File: config.mk
export PLATFORM = sky130hd
export DESIGN_NAME = four_bit_up_counter_flat
export DESIGN_NICKNAME = d
export VERILOG_FILES = /design/src/rtl/four_bit_up_counter_if.sv /design/src/rtl/four_bit_up_counter.sv /design/src/flat_wrapper.sv
export SDC_FILE = /design/constraint.sdc
export NUM_CORES = 1
export LEC_CHECK = 0
export BUFFER_PORTS_ARGS = -buffer_cell sky130_fd_sc_hd__buf_2
export CORE_AREA = 2 2 39 41
export CTS_BUF_LIST = sky130_fd_sc_hd__clkbuf_16
export CTS_CLUSTER_SIZE = 30
export DETAILED_ROUTE_END_ITERATION = 12
export DIE_AREA = 0 0 41 43
export GPL_TIMING_DRIVEN = 0
export HOLD_SLACK_MARGIN = 0.05
export PLACE_DENSITY = 0.3
export SYNTH_ARGS = -nofsm -noshare
export SYNTH_HDL_FRONTEND = slang
export SYNTH_SLANG_ARGS = --single-unit
File: constraint.sdc
create_clock -name clock -period 1.1 [get_ports clock]
set_clock_uncertainty 0.1 [all_clocks]
set_input_delay 0.22 -clock clock [delete_from_list [all_inputs] [get_ports clock]]
set_output_delay 0.22 -clock clock [all_outputs]
set_load 0.02 [all_outputs]
File: src/rtl/four_bit_up_counter_if.sv
// Handshake bundle for the reference up-counter: the enable input and the
// count/terminal-count outputs.
interface four_bit_up_counter_if #(
  parameter int WIDTH = 4
);
  logic             enable;
  logic [WIDTH-1:0] count;
  logic             tc;

  modport master (
    output enable,
    input  count,
    input  tc
  );

  modport slave (
    input  enable,
    output count,
    output tc
  );
endinterface

File: src/rtl/four_bit_up_counter.sv
// Reference binary up-counter: register, +1 incrementer and hold/increment
// mux, with asynchronous active-low clear and combinational terminal count.
module four_bit_up_counter #(
  parameter int WIDTH = 4
) (
  input  logic                 clock,
  input  logic                 reset,
  four_bit_up_counter_if.slave cnt
);

  localparam logic [WIDTH-1:0] ONE      = WIDTH'(1);
  localparam logic [WIDTH-1:0] ALL_ONES = '1;

  logic [WIDTH-1:0] count_q;
  logic [WIDTH-1:0] count_inc;
  logic [WIDTH-1:0] count_d;

  // Modulo-2**WIDTH increment; the carry out is dropped so all-ones wraps to zero.
  function automatic logic [WIDTH-1:0] incr(input logic [WIDTH-1:0] v);
    return v + ONE;
  endfunction

  always_comb begin
    count_inc = incr(count_q);
    count_d   = count_q;
    if (cnt.enable) begin
      count_d = count_inc;
    end
  end

  always_ff @(posedge clock or negedge reset) begin
    if (!reset) begin
      count_q <= '0;
    end else begin
      count_q <= count_d;
    end
  end

  assign cnt.count = count_q;
  // High in the cycle whose next enabled edge wraps the counter to zero.
  assign cnt.tc    = (count_q == ALL_ONES) & cnt.enable;

endmodule

File: src/flat_wrapper.sv
// flat-port wrapper written by rule: the top's interface ports become plain ports
module four_bit_up_counter_flat 
#(
  parameter int WIDTH = 4
)
  (clock, reset, cnt_enable, cnt_count, cnt_tc);
  four_bit_up_counter_if #(.WIDTH(WIDTH)) cnt_i ();
  input  logic clock;
  input  logic reset;
  input wire logic [$bits(cnt_i.enable)-1:0] cnt_enable;
  output wire logic [$bits(cnt_i.count)-1:0] cnt_count;
  output wire logic [$bits(cnt_i.tc)-1:0] cnt_tc;
  assign cnt_i.enable = cnt_enable;
  assign cnt_count = cnt_i.count;
  assign cnt_tc = cnt_i.tc;
  four_bit_up_counter #(.WIDTH(WIDTH)) u_core (.clock(clock), .reset(reset), .cnt(cnt_i));
endmodule
==> impl_metrics.yaml <==
global_route:
  grt_overflow: 0
  grt_pass1_wl_um: 703
  antenna_found_initial: 0
  grt_max_degree: 5
  grt_pass1_vias: 171
  track_usage_pct: 7.24
yosys:
  synth_area_per_cell_sq_um: 12.9
  netlist_instances: 13
  ys_types: 8
  ys_ff_latch: 4
  ys_warn_count: 0
  synth_fp_nets: 17
  seq_area_frac_synth_pct: 59.7
  netlist_area_sq_um: 168
pwr:
  vdd_ir_drop_max_mv: 1.52
  power_leakage_nw: 0.206
  total_power_mw: 1.66
  power_density_nw_per_um2: 3780
timing:
  rsz0062_at_grt: "yes"
  max_clock_freq_ghz: 0.739
  setup_viol: 5
  slew_violations: 0
  fin_crit_sh_pct: 123
  setup_ws_ps: -252
  tightest_slew_ps: 132
  slew_headroom_pct: 91.2
  hold_viol: 0
  timing.final.crit_period_ps: 1350
floorplanning:
  io_pins: 8
  die_area_sq_um: 1760
  initial_core_util_pct: 12.1
  fp.dieH_um: 43
  core_region_area_sq_um: 1380
  rows: 14
  die-width_um: 41
detailed_routing:
  wire_per_inst_um: 9.67
  antenna_left: 0
  dr.pass1.iters: 2
  vias: 171
  vias_per_cell: 3.49
  drt_iter0_markers: 2
  route.detailed.drc: 0
  wl_um: 474
place:
  dpl_cell_area_sq_um: 233
  post-place-ws_ps: -140
  io_buffer_count: 7
  gp_congestion: 0.588
critical_path:
  crit_chain: "ha_4 > nand2_4 > nor2_4 > buf_6"
  cpMaxStageDelayCell: "dfrtp_2"
  critPathMaxFanout: 2
  cp.arrival_ps: 1030
  crit_type: "reg2out"
  cp-start-kind: "flop"
  path_buf_inv: 1
  cp_top_family: "flip-flops"
  required_ps: 780
  slowest_delay_ps: 420
  worstSetupEndpointType: "output port"
clocking:
  cts_tree: "yes"
  worstSkewPairLatency_ps: 220
  cts_buffers: 3
  clkSinkCount: 4
  root_buffer: "clkbuf_16"
  cts.clk_slew.worst_paths_ps: 30
  cts_buffer_depth: 2
  htreeDepth: 1
cells_and_area:
  drive_gt1_share_pct: 72.7
  final_nets: 38
  nFillCells: 140
  largest_reg_flops: 4
  area_growth_pct: 163
  final_area_sq_um: 440
  antennaDiodeCount: 0
worst_hold_path:
  hold_path.class: "in2reg"
run_status:
  outcome: "complete, but fails checks"
  violations: "setup timing"
job:
  maxCapViolations: 0
==> logic make-up (layout without fill, tap and decap cells) <==
group / count (synthesis) / count (layout) / share of synthesized area, %
XOR/XNOR: 3 / 3 / 15.7
flip-flops: 4 / 4 / 59.7
multiplexers: 1 / 1 / 6.72
AND/OR/NAND/NOR: 4 / 4 / 10.4
adder cells (fa/ha/maj): 1 / 1 / 7.46
buffers and inverters: 0 / 20 / 0
==> report_power, final <==
part	switching, mW	internal, mW	total (mW)	leakage [nW]
Clock	0.108	0.470	0.577	0.0423
Combinational	0.310	0.471	0.782	0.119
Sequential	0.0706	0.235	0.306	0.0449
Total	0.489	1.18	1.66	0.206
==> through the flow <==
stage / TNS [ps] / util, % / std cells / hold slack, ps
after global placement: -204 / 16.8 / 36 / -68.1
after global routing: -919 / 31.8 / 49 / 178
after detailed placement: -201 / 16.8 / 36 / -67.6
after floorplan: -184 / - / 13 / -176
after CTS: -517 / 29.1 / 45 / 166
final: -806 / 31.8 / 49 / 170
==> metal layers <==
| metal | vias to the layer above | wire length (um) | global-route usage, % |
|---|---|---|---|
| li1 | 82 | - | - |
| met1 | 78 | 191 | 6.45 |
| met2 | 11 | 211 | 8.75 |
| met3 | 0 | 71 | 9.42 |
| met4 | 0 | 0 | 4.00 |
| met5 | - | 0 | 0 |
==> placed cells by master, fill, tap and decap left out <==
cell           n
buf_4          7
buf_6          6
clkbuf_16      3
xnor2_1        2
buf_2          2
dfrtp_2        2
dfrtp_1        2
nand2_4        1
nand2_1        1
nor2_4         1
nand4_1        1
mux2_4         1
xor2_1         1
ha_4           1
inv_1          1
dlygate4sd3_1  1
==> what timing repair did <==
| item | 4_1_cts | 5_1_grt |
|---|---|---|
| pin swaps | 3 | 1 |
| setup buffers | 4 | 4 |
| setup endpoints to repair | 6 | 6 |
| endpoints found under the hold margin | 4 | 0 |
| resized for setup | 14 | 2 |
| hold buffers | 1 | 0 |
==> layout make-up <==
class | instances | area, sq um | area share (%)
Clock buffer | 3 | 75.1 | 17.0
Clock inverter | 1 | 3.75 | 0.852
Multi-Input combinational cell | 9 | 98.8 | 22.4
Sequential cell | 4 | 103 | 23.3
Tap cell | 16 | 20.0 | 4.55
Timing Repair Buffer | 16 | 140 | 31.8
==> final timing paths <==
kind | to | from | cells after the start | slack (ps)
hold / removal | u_core.cnt.count[0] | cnt_enable | 2 | 170
setup / recovery | cnt_tc | u_core.cnt.count[0] | 4 | -250
setup reg to reg | u_core.cnt.count[0] | u_core.cnt.count[0] | 4 | -60
max in group asynchronous | u_core.cnt.count[0] | reset | 2 | 530
hold reg to reg | u_core.cnt.count[2] | u_core.cnt.count[2] | 2 | 480
min in group asynchronous | u_core.cnt.count[1] | reset | 2 | 240
==> synth_stat cells <==
cell / number / share of area, %
ha_1: 1 / 7.5
nand2_1: 2 / 4.5
nand4_1: 1 / 3.7
xnor2_1: 2 / 10
mux2_2: 1 / 6.7
dfrtp_1: 4 / 60
nor2_1: 1 / 2.2
xor2_1: 1 / 5.2
==> worst register-to-register path, cell delays in order (launching register included) <==
cell	delay, ps
dfrtp_2	420
buf_4	140
buf_6	110
buf_4	120
xor2_1	140
Note: power is estimated with default switching activity, not from simulation.
